### src/rtl/ripple_count_monitor_if.sv
// ripple_count_monitor_if: bundles the ripple-count monitor's data and
// status signals.
//   q_in        raw ripple counter value, asynchronous to clk
//   enable      1 = new values may be accepted, 0 = accepted count is frozen
//   cmp_val     match threshold compared against count_out
//   clr_err     synchronous clear of the sticky error flags
//   count_out   {ext, accepted} wide count
//   count_valid first value has been accepted
//   wrap_pulse  one-cycle pulse when the low field wraps
//   match_pulse one-cycle pulse when count_out updates to cmp_val
//   step_err    sticky: an accepted step was not +1
//   ovf_err     sticky: the extension counter overflowed
// master = producer/consumer side, slave = monitor side.
interface ripple_count_monitor_if #(
    parameter int unsigned WIDTH     = 4,
    parameter int unsigned EXT_WIDTH = 8
);
    logic [WIDTH-1:0]           q_in;
    logic                       enable;
    logic [WIDTH+EXT_WIDTH-1:0] cmp_val;
    logic                       clr_err;
    logic [WIDTH+EXT_WIDTH-1:0] count_out;
    logic                       count_valid;
    logic                       wrap_pulse;
    logic                       match_pulse;
    logic                       step_err;
    logic                       ovf_err;

    modport master (
        output q_in, enable, cmp_val, clr_err,
        input  count_out, count_valid, wrap_pulse, match_pulse, step_err, ovf_err
    );

    modport slave (
        input  q_in, enable, cmp_val, clr_err,
        output count_out, count_valid, wrap_pulse, match_pulse, step_err, ovf_err
    );
endinterface

### src/rtl/ripple_count_monitor.sv
// ripple_count_monitor: synchronizes and de-glitches a raw ripple counter
// value into the clk domain, extends it with a wrap counter, and flags
// wraps, threshold matches, non-unit steps and extension overflow.
//   clk    system clock, rising edge
//   reset  asynchronous, active-high reset
//   bus    ripple_count_monitor_if slave modport (q_in, enable, cmp_val,
//          clr_err in; count_out, count_valid, wrap_pulse, match_pulse,
//          step_err, ovf_err out)
module ripple_count_monitor #(
    parameter int unsigned WIDTH         = 4,
    parameter int unsigned EXT_WIDTH     = 8,
    parameter int unsigned STABLE_CYCLES = 2
) (
    input  logic                 clk,
    input  logic                 reset,
    ripple_count_monitor_if.slave bus
);

    // Synchronizer and stability window. win[0] is the second synchronizer
    // flop; win[1..] hold older sync2 samples.
    logic [WIDTH-1:0]         sync1;
    logic [WIDTH-1:0]         win [STABLE_CYCLES];
    // Valid bits travel alongside the data so that reset values never
    // count as real samples: a full window must refill after reset.
    logic                     sync1_vld;
    logic [STABLE_CYCLES-1:0] win_vld;

    logic [WIDTH-1:0]     accepted;
    logic [EXT_WIDTH-1:0] ext;
    logic                 count_valid;
    logic                 wrap_pulse;
    logic                 match_pulse;
    logic                 step_err;
    logic                 ovf_err;

    logic                 window_same;
    logic                 candidate;
    logic                 accept;
    logic                 accept_normal;
    logic [WIDTH-1:0]     new_val;
    logic [WIDTH-1:0]     delta;
    logic                 wraps;
    logic                 bad_step;
    logic                 ovf_now;
    logic [EXT_WIDTH-1:0] ext_next;
    logic                 hit;

    always_ff @(posedge clk or posedge reset) begin
        if (reset) begin
            sync1     <= '0;
            sync1_vld <= 1'b0;
            win_vld   <= '0;
            for (int unsigned i = 0; i < STABLE_CYCLES; i++) begin
                win[i] <= '0;
            end
        end else begin
            sync1      <= bus.q_in;
            sync1_vld  <= 1'b1;
            win[0]     <= sync1;
            win_vld[0] <= sync1_vld;
            for (int unsigned i = 1; i < STABLE_CYCLES; i++) begin
                win[i]     <= win[i-1];
                win_vld[i] <= win_vld[i-1];
            end
        end
    end

    always_comb begin
        window_same = 1'b1;
        for (int unsigned i = 1; i < STABLE_CYCLES; i++) begin
            if (win[i] != win[0]) begin
                window_same = 1'b0;
            end
        end
    end

    always_comb begin
        new_val       = win[0];
        candidate     = (&win_vld) && window_same &&
                        (!count_valid || (new_val != accepted));
        accept        = candidate && bus.enable;
        accept_normal = accept && count_valid;
        delta         = new_val - accepted;
        // A numerically smaller value means the low field rolled over.
        wraps         = accept_normal && (new_val < accepted);
        bad_step      = accept_normal && (delta != WIDTH'(1));
        ovf_now       = wraps && (&ext);
        ext_next      = wraps ? ext + 1'b1 : ext;
        hit           = accept && ({ext_next, new_val} == bus.cmp_val);
    end

    always_ff @(posedge clk or posedge reset) begin
        if (reset) begin
            accepted    <= '0;
            ext         <= '0;
            count_valid <= 1'b0;
            wrap_pulse  <= 1'b0;
            match_pulse <= 1'b0;
            step_err    <= 1'b0;
            ovf_err     <= 1'b0;
        end else begin
            wrap_pulse  <= wraps;
            match_pulse <= hit;
            if (accept) begin
                accepted    <= new_val;
                ext         <= ext_next;
                count_valid <= 1'b1;
            end
            // A new error in the clearing cycle takes priority over clr_err.
            if (bad_step) begin
                step_err <= 1'b1;
            end else if (bus.clr_err) begin
                step_err <= 1'b0;
            end
            if (ovf_now) begin
                ovf_err <= 1'b1;
            end else if (bus.clr_err) begin
                ovf_err <= 1'b0;
            end
        end
    end

    assign bus.count_out   = {ext, accepted};
    assign bus.count_valid = count_valid;
    assign bus.wrap_pulse  = wrap_pulse;
    assign bus.match_pulse = match_pulse;
    assign bus.step_err    = step_err;
    assign bus.ovf_err     = ovf_err;

endmodule

### src/flat_wrapper.sv
// flat-port wrapper written by rule: the top's interface ports become plain ports
module ripple_count_monitor_flat 
#(
    parameter int unsigned WIDTH         = 4,
    parameter int unsigned EXT_WIDTH     = 8,
    parameter int unsigned STABLE_CYCLES = 2
)
  (clk, reset, bus_q_in, bus_enable, bus_cmp_val, bus_clr_err, bus_count_out, bus_count_valid, bus_wrap_pulse, bus_match_pulse, bus_step_err, bus_ovf_err);
  ripple_count_monitor_if #(.WIDTH(WIDTH), .EXT_WIDTH(EXT_WIDTH)) bus_i ();
  input  logic clk;
  input  logic reset;
  input wire logic [$bits(bus_i.q_in)-1:0] bus_q_in;
  input wire logic [$bits(bus_i.enable)-1:0] bus_enable;
  input wire logic [$bits(bus_i.cmp_val)-1:0] bus_cmp_val;
  input wire logic [$bits(bus_i.clr_err)-1:0] bus_clr_err;
  output wire logic [$bits(bus_i.count_out)-1:0] bus_count_out;
  output wire logic [$bits(bus_i.count_valid)-1:0] bus_count_valid;
  output wire logic [$bits(bus_i.wrap_pulse)-1:0] bus_wrap_pulse;
  output wire logic [$bits(bus_i.match_pulse)-1:0] bus_match_pulse;
  output wire logic [$bits(bus_i.step_err)-1:0] bus_step_err;
  output wire logic [$bits(bus_i.ovf_err)-1:0] bus_ovf_err;
  assign bus_i.q_in = bus_q_in;
  assign bus_i.enable = bus_enable;
  assign bus_i.cmp_val = bus_cmp_val;
  assign bus_i.clr_err = bus_clr_err;
  assign bus_count_out = bus_i.count_out;
  assign bus_count_valid = bus_i.count_valid;
  assign bus_wrap_pulse = bus_i.wrap_pulse;
  assign bus_match_pulse = bus_i.match_pulse;
  assign bus_step_err = bus_i.step_err;
  assign bus_ovf_err = bus_i.ovf_err;
  ripple_count_monitor #(.WIDTH(WIDTH), .EXT_WIDTH(EXT_WIDTH), .STABLE_CYCLES(STABLE_CYCLES)) u_core (.clk(clk), .reset(reset), .bus(bus_i));
endmodule
### config.mk
export PLATFORM = sky130hd
export DESIGN_NAME = ripple_count_monitor_flat
export DESIGN_NICKNAME = d
export VERILOG_FILES = /design/src/rtl/ripple_count_monitor_if.sv /design/src/rtl/ripple_count_monitor.sv /design/src/flat_wrapper.sv
export SDC_FILE = /design/constraint.sdc
export NUM_CORES = 1
export LEC_CHECK = 0
export ABC_AREA = 1
export ABC_CLOCK_PERIOD_IN_PS = 4100
export CORE_MARGIN = 8
export CORE_UTILIZATION = 54
export DETAILED_ROUTE_END_ITERATION = 10
export PLACE_DENSITY = 0.8
export SYNTH_ARGS = -nofsm -noshare
export SYNTH_HDL_FRONTEND = slang
export SYNTH_SLANG_ARGS = --single-unit
### constraint.sdc
create_clock -name clk -period 4.1 [get_ports clk]
set_clock_uncertainty 0.15 [all_clocks]
set_input_delay 1.23 -clock clk [delete_from_list [all_inputs] [get_ports clk]]
set_output_delay 1.23 -clock clk [all_outputs]
set_load 0.03 [all_outputs]
### After elaboration in Yosys (flattened, before gate mapping)

Index checks and enable logic that the tools add are counted.

| word-level totals | value |
|---|---|
| register bits | 32 |
| bits of input ports | 20 |
| output and inout port bits | 17 |
| word-level logic and storage cells | 38 |

| cells by class | value |
|---|---|
| add/subtract/negate cells | 2 |
| magnitude comparators | 1 |
| equal/unequal tests | 4 |
| muxes and demuxes | 5 |
| reduce and logical (&&, ||, !) cells | 14 |

Operators by type and width:

| kind | count |
|---|---|
| $eq A12 B12 Y1 | 1 |
| $add A8 B1 Y8 const B | 1 |
| $logic_and A1 B1 Y1 | 8 |
| $mux W8 | 1 |
| $ne A4 B4 Y1 | 2 |
| $reduce_and A8 Y1 | 1 |
| $lt A4 B4 Y1 | 1 |
| $mux W1 | 4 |
| $ne A4 B1 Y1 const B | 1 |
| $reduce_bool A2 Y1 | 2 |
| $sub A4 B4 Y4 | 1 |
| $reduce_and A2 Y1 | 1 |
| $logic_not A1 Y1 | 1 |
| $logic_or A1 B1 Y1 | 1 |

### Longest topological paths before layout

| logic depth | value |
|---|---|
| word-level depth | 10 |
| mapped depth | 16 |
| gate-level depth less buffers | 15 |

### Least setup slack after synthesis

Ideal clock, no wire load.

| timing | value |
|---|---|
| path kind | in2reg |
| from | input bus_enable |
| to | register u_core.match_pulse, in the netlist u_core.bus.match_pulse |
| data arrival time | 2.336 ns |
| data required time | 3.879 ns |
| setup slack | 1.543 ns |
| stages on the path | 13 |
| path buffers | 1 |
| cells stage by stage | nand2_1 -> nor2_1 -> nand3_1 -> nor2_8 -> nand3_2 -> buf_6 -> nand2_4 -> nand2_2 -> nand2_1 -> nand3_1 -> nor2_1 -> nand2_1 -> nor2_1 |

| on the way | value |
|---|---|
| cells in the longest elaborated chain, start to end | 6 |

Ends and longest elaborated chain:

| what | RTL line | RTL |
|---|---|---|
| start, declared | flat_wrapper.sv:13 | `input wire logic [$bits(bus_i.enable)-1:0] bus_enable;` |
| $logic_and A1 B1 Y1 * | ripple_count_monitor.sv:81 | `accept = candidate && bus.enable;` |
| $logic_and A1 B1 Y1 | ripple_count_monitor.sv:82 | `accept_normal = accept && count_valid;` |
| $logic_and A1 B1 Y1 | ripple_count_monitor.sv:85 | `wraps = accept_normal && (new_val < accepted);` |
| $mux W8 | ripple_count_monitor.sv:88 | `ext_next = wraps ? ext + 1'b1 : ext;` |
| $eq A12 B12 Y1 | ripple_count_monitor.sv:89 | `hit = accept && ({ext_next, new_val} == bus.cmp_val);` |
| $logic_and A1 B1 Y1 * | ripple_count_monitor.sv:89 |  |
| named net u_core.hit | ripple_count_monitor.sv:46 | `logic hit;` |
| end signal, assigned | ripple_count_monitor.sv:103 | `match_pulse <= hit;` |
| end, declared | ripple_count_monitor.sv:32 | `logic match_pulse;` |

Mark *: on every way through the listed nets, which the timed path passes. The rest lies on a longest branch.
A chain may end at the register's enable or synchronous reset.

### Final worst setup path

| timing | value |
|---|---|
| from | input bus_enable |
| to | register u_core.match_pulse, in the netlist u_core.bus.match_pulse |

| on the way | value |
|---|---|
| cells in the longest elaborated chain, start to end | 6 |

Ends and longest elaborated chain:

| what | RTL line | RTL |
|---|---|---|
| $logic_and A1 B1 Y1 | ripple_count_monitor.sv:81 |  |
| $logic_and A1 B1 Y1 | ripple_count_monitor.sv:82 |  |
| $logic_and A1 B1 Y1 | ripple_count_monitor.sv:85 |  |
| named net u_core.wraps | ripple_count_monitor.sv:42 | `logic wraps;` |
| $mux W8 | ripple_count_monitor.sv:88 |  |
| $eq A12 B12 Y1 | ripple_count_monitor.sv:89 |  |
| $logic_and A1 B1 Y1 | ripple_count_monitor.sv:89 |  |
| named net u_core.hit | ripple_count_monitor.sv:46 |  |

The timed path passes the listed nets, and every way through them passes these cells.

==> results.md <==
- Clock transition at path regs: 0.10 ns
- Switching pwr: 0.246 mW
- Distinct cells, synth: 27
- P per Cell Area: 341 nW/um^2
- Final Hold Fails: 0
- Routed wl met2: between 1.5 and 2 mm
- Max-slew violation count: 0
- Die Ht: 71.9 microns
- Core footprint: about 3000 sq um
- Synth-to-Final Area Change: 26.5%
- Syn nets: 225
- Vias per cell: 5.10
- Most common cell after layout, fill and taps aside: nand2_1
- Worst-path cell chain: clkdlybuf4s50_1 > nand2_1 > nor2_1 > nand3_1 > nor2_8 > nand3_2 > inv_1 > nand2_1 > nand2_1 > nand2_1 > nand2_1 > nand3_1 > nor2_1
- Worst hold path type: flip-flop to flip-flop
- Antenna Cells: 0
- Synth area leaders: dfrtp_1 47%, nand2_1 11%, inv_1 7.1%, nand3_1 5.9%, xor2_1 4.1%
- First-pass GRT wire length: 6.00 mm
- Synth Area in Adders: 0.0489
- Largest family of logic cells by synthesized area: simple AND/OR/NAND/NOR gates
- Clock share of power: 0.253
- FF/Latch Area: between 800 and 900 sq um
- Post-CTS setup buffer count: 0
- Routed WL: 3.51 mm
- Worst setup SP type: input port
- VDD IR max: 255 uV
- Post-DRT Antenna Nets: 0
- Tightest Pin Transition: about 0.83 ns
- Max-cap violations: 0
- Post-Syn Instances: 199
- Post-synthesis compound-gate area fraction: 0.0281
- Drt first pass iters: 6
- Area share of the largest cell type after synthesis: 0.474
- DR DRC count: 0
- Area of the multi-input gates: 742 sq um
- Largest net degree at the start of global routing: 24
- Number of buffers created by CTS: 5
- Initial antenna violation count: 0
- Total gr overflow: 0
- Smallest hold slack: 0.207 ns
- Ports: 37
- CTS tree: yes
- Portion of netlist area occupied by mux cells: 0
- Status: finished clean
- H-tree levels: 2
- Worst skew pair latency: 0.33 ns
- Final WS setup: 0.984 ns
- Top cell type by total area after synthesis: dfrtp_1
- Final HPWL DP: roughly 2.7 mm
- Cts hold-fix bufs: 0
- Critical path capture point type: flip-flop
- Synthesized area: around 1700 sq um
- Row count: 20
- Setup_tns: 0 ns
- CP Data Required Time: 4.22 ns
- Unrepaired setup endpoints after global routing: false
- Starting DRT DRC Count: 92
- Int Power: 0.483 mW
- Max FO, Critical Path: 19
- Ys Warns: 0
- Die Width: 71.9 microns
- Met1 Wirelength: 1.63 mm
- Die area: a little over 5000 sq um
- Part of the power in registers: 0.495
- Post-DR wirelength/cell: 12.8 microns
- Rel. slew slack: 0.444
- FF+latch count, synth: 32
- Avg Inst Size Synth: between 8 and 9 sq um
- Clk buf depth: 2
- Gpl congestion: 0.892
- Worst path most repeated cell: nand2_1
- Highest Signal Layer: met4
- Highest cell delay on the worst timing path: 0.46 ns
- Number of global-route vias before repair: 1369
- Post_cts resized: 0
- Met3 routed WL: 206 microns
- Commonest cells after routing, fill and taps aside: 48 x nand2_1, 36 x clkdlybuf4s50_1, 32 x inv_1, 32 x dfrtp_1, 20 x nand3_1
- Crit path DAT: 3.23 ns
- Simple-gate share of the synthesized area: 0.298
- Total GRT Usage: 0.147
- Synth Area in XOR/XNOR: 0.0622
- Share of layout cells above drive strength 1: 0.0830
- Final Cycle Share: 0.760
- Sw Ratio: 0.337
- Pre-CTS WS: about 0.65 ns
- Final Core Density: 0.712
- Slowest CP cell: clkdlybuf4s50_1
- Setup violators final: 0
- Starting Density: 0.562
- Max Fclk: 321 MHz
- Clock Root Buffer: clkbuf_4
- Leakage: 1.07 nW
- Nets: roughly 270
- Fill count: 254
- Combinational share of power: 0.252
- Vias: 1398
- Seq/Total Area, Yosys: 0.474
- Clock sinks: 32
- Port Buf Inserts: 36
- Critical path class: input port to flip-flop
- Minimum clock period: 3.12 ns
-- final cells by class --
class,instances,area share
flip-flops and latches,32,0.375
multi-input cells,131,0.347
repair buffers,37,0.172
inverters,33,0.0580
well taps,33,0.0193
clock buffers,5,0.0176
clock inverters,3,0.0111
-- power by group through the flow --
| stage | clock network (mW) | logic (mW) | registers, mW |
|---|---|---|---|
| CTS | 0.189 | 0.184 | 0.361 |
| detailed placement | 0 | 0.182 | 0.367 |
| global route | 0.208 | 0.203 | 0.365 |
| global placement | 0 | 0.180 | 0.365 |
| finish | 0.184 | 0.184 | 0.361 |
| floorplan | 0 | 0.0935 | 0.386 |
-- per-stage QoR --
step | cell area (sq um) | std cells | power, mW
after floorplan | 1690 | 199 | 0.479
after global placement | 2080 | 266 | 0.545
after detailed placement | 2080 | 266 | 0.549
after CTS | 2140 | 274 | 0.734
after global routing | 2140 | 274 | 0.775
final | 2140 | 274 | 0.729
-- synth_stat cells, drive strengths merged --
master and n:
nand2 54, buf 2, nor2 13, clkbuf 1
conb 1, inv 33, o21ai 7, ha 5
nand4 9, fa 1, a21oi 1, xnor2 4
dfrtp 32, a211oi 1, nor3 1, or2 1
nand3 21, xor2 8, nand3b 4
-- flip-flops by register name, summed over array words and instances, names as in the netlist --
signal,count
u_core.accepted,4
u_core.bus.count_valid,1
u_core.bus.match_pulse,1
u_core.bus.ovf_err,1
u_core.bus.step_err,1
u_core.bus.wrap_pulse,1
u_core.ext,8
u_core.new_val,4
u_core.sync1,4
u_core.sync1_vld,1
u_core.win,4
u_core.win_vld,2
-- cell families after synthesis --
group                      Yosys count
and+or+nand+nor                    103
xor gates and xnor gates            12
DFF                                 32
other                                1
adders and majority gates            6
buffers and inverters               36
AOI/OAI and AO/OA                    9
-- worst max-delay path: cells and delay by family --
family | cells | cell delay [ns]
buffers and inverters | 2 | 0.68
AND/OR/NAND/NOR | 11 | 1.33
-- worst paths after layout --
path / from / end / slack, ns / depth (start not counted)
setup / recovery: bus_enable / u_core.bus.match_pulse$_DFF_PP0_ / 0.98 / 13
hold / removal: u_core.sync1[0]$_DFF_PP0_ / u_core.new_val[0]$_DFF_PP0_ / 0.21 / 0
setup reg to reg: u_core.new_val[0]$_DFF_PP0_ / u_core.bus.match_pulse$_DFF_PP0_ / 1.41 / 12
hold reg to reg: u_core.sync1[0]$_DFF_PP0_ / u_core.new_val[0]$_DFF_PP0_ / 0.21 / 0
max in group asynchronous: reset / u_core.bus.step_err$_DFFE_PP0P_ / 1.95 / 3
min in group asynchronous: reset / u_core.ext[5]$_DFFE_PP0N_ / 1.20 / 2
-- per-layer routing --
layer / track usage / up-vias
met5: 0 / -
li1: - / 709
met4: 0.0567 / 0
met2: 0.234 / 43
met3: 0.0468 / 5
met1: 0.182 / 641
(Power assumes the default switching activity.)
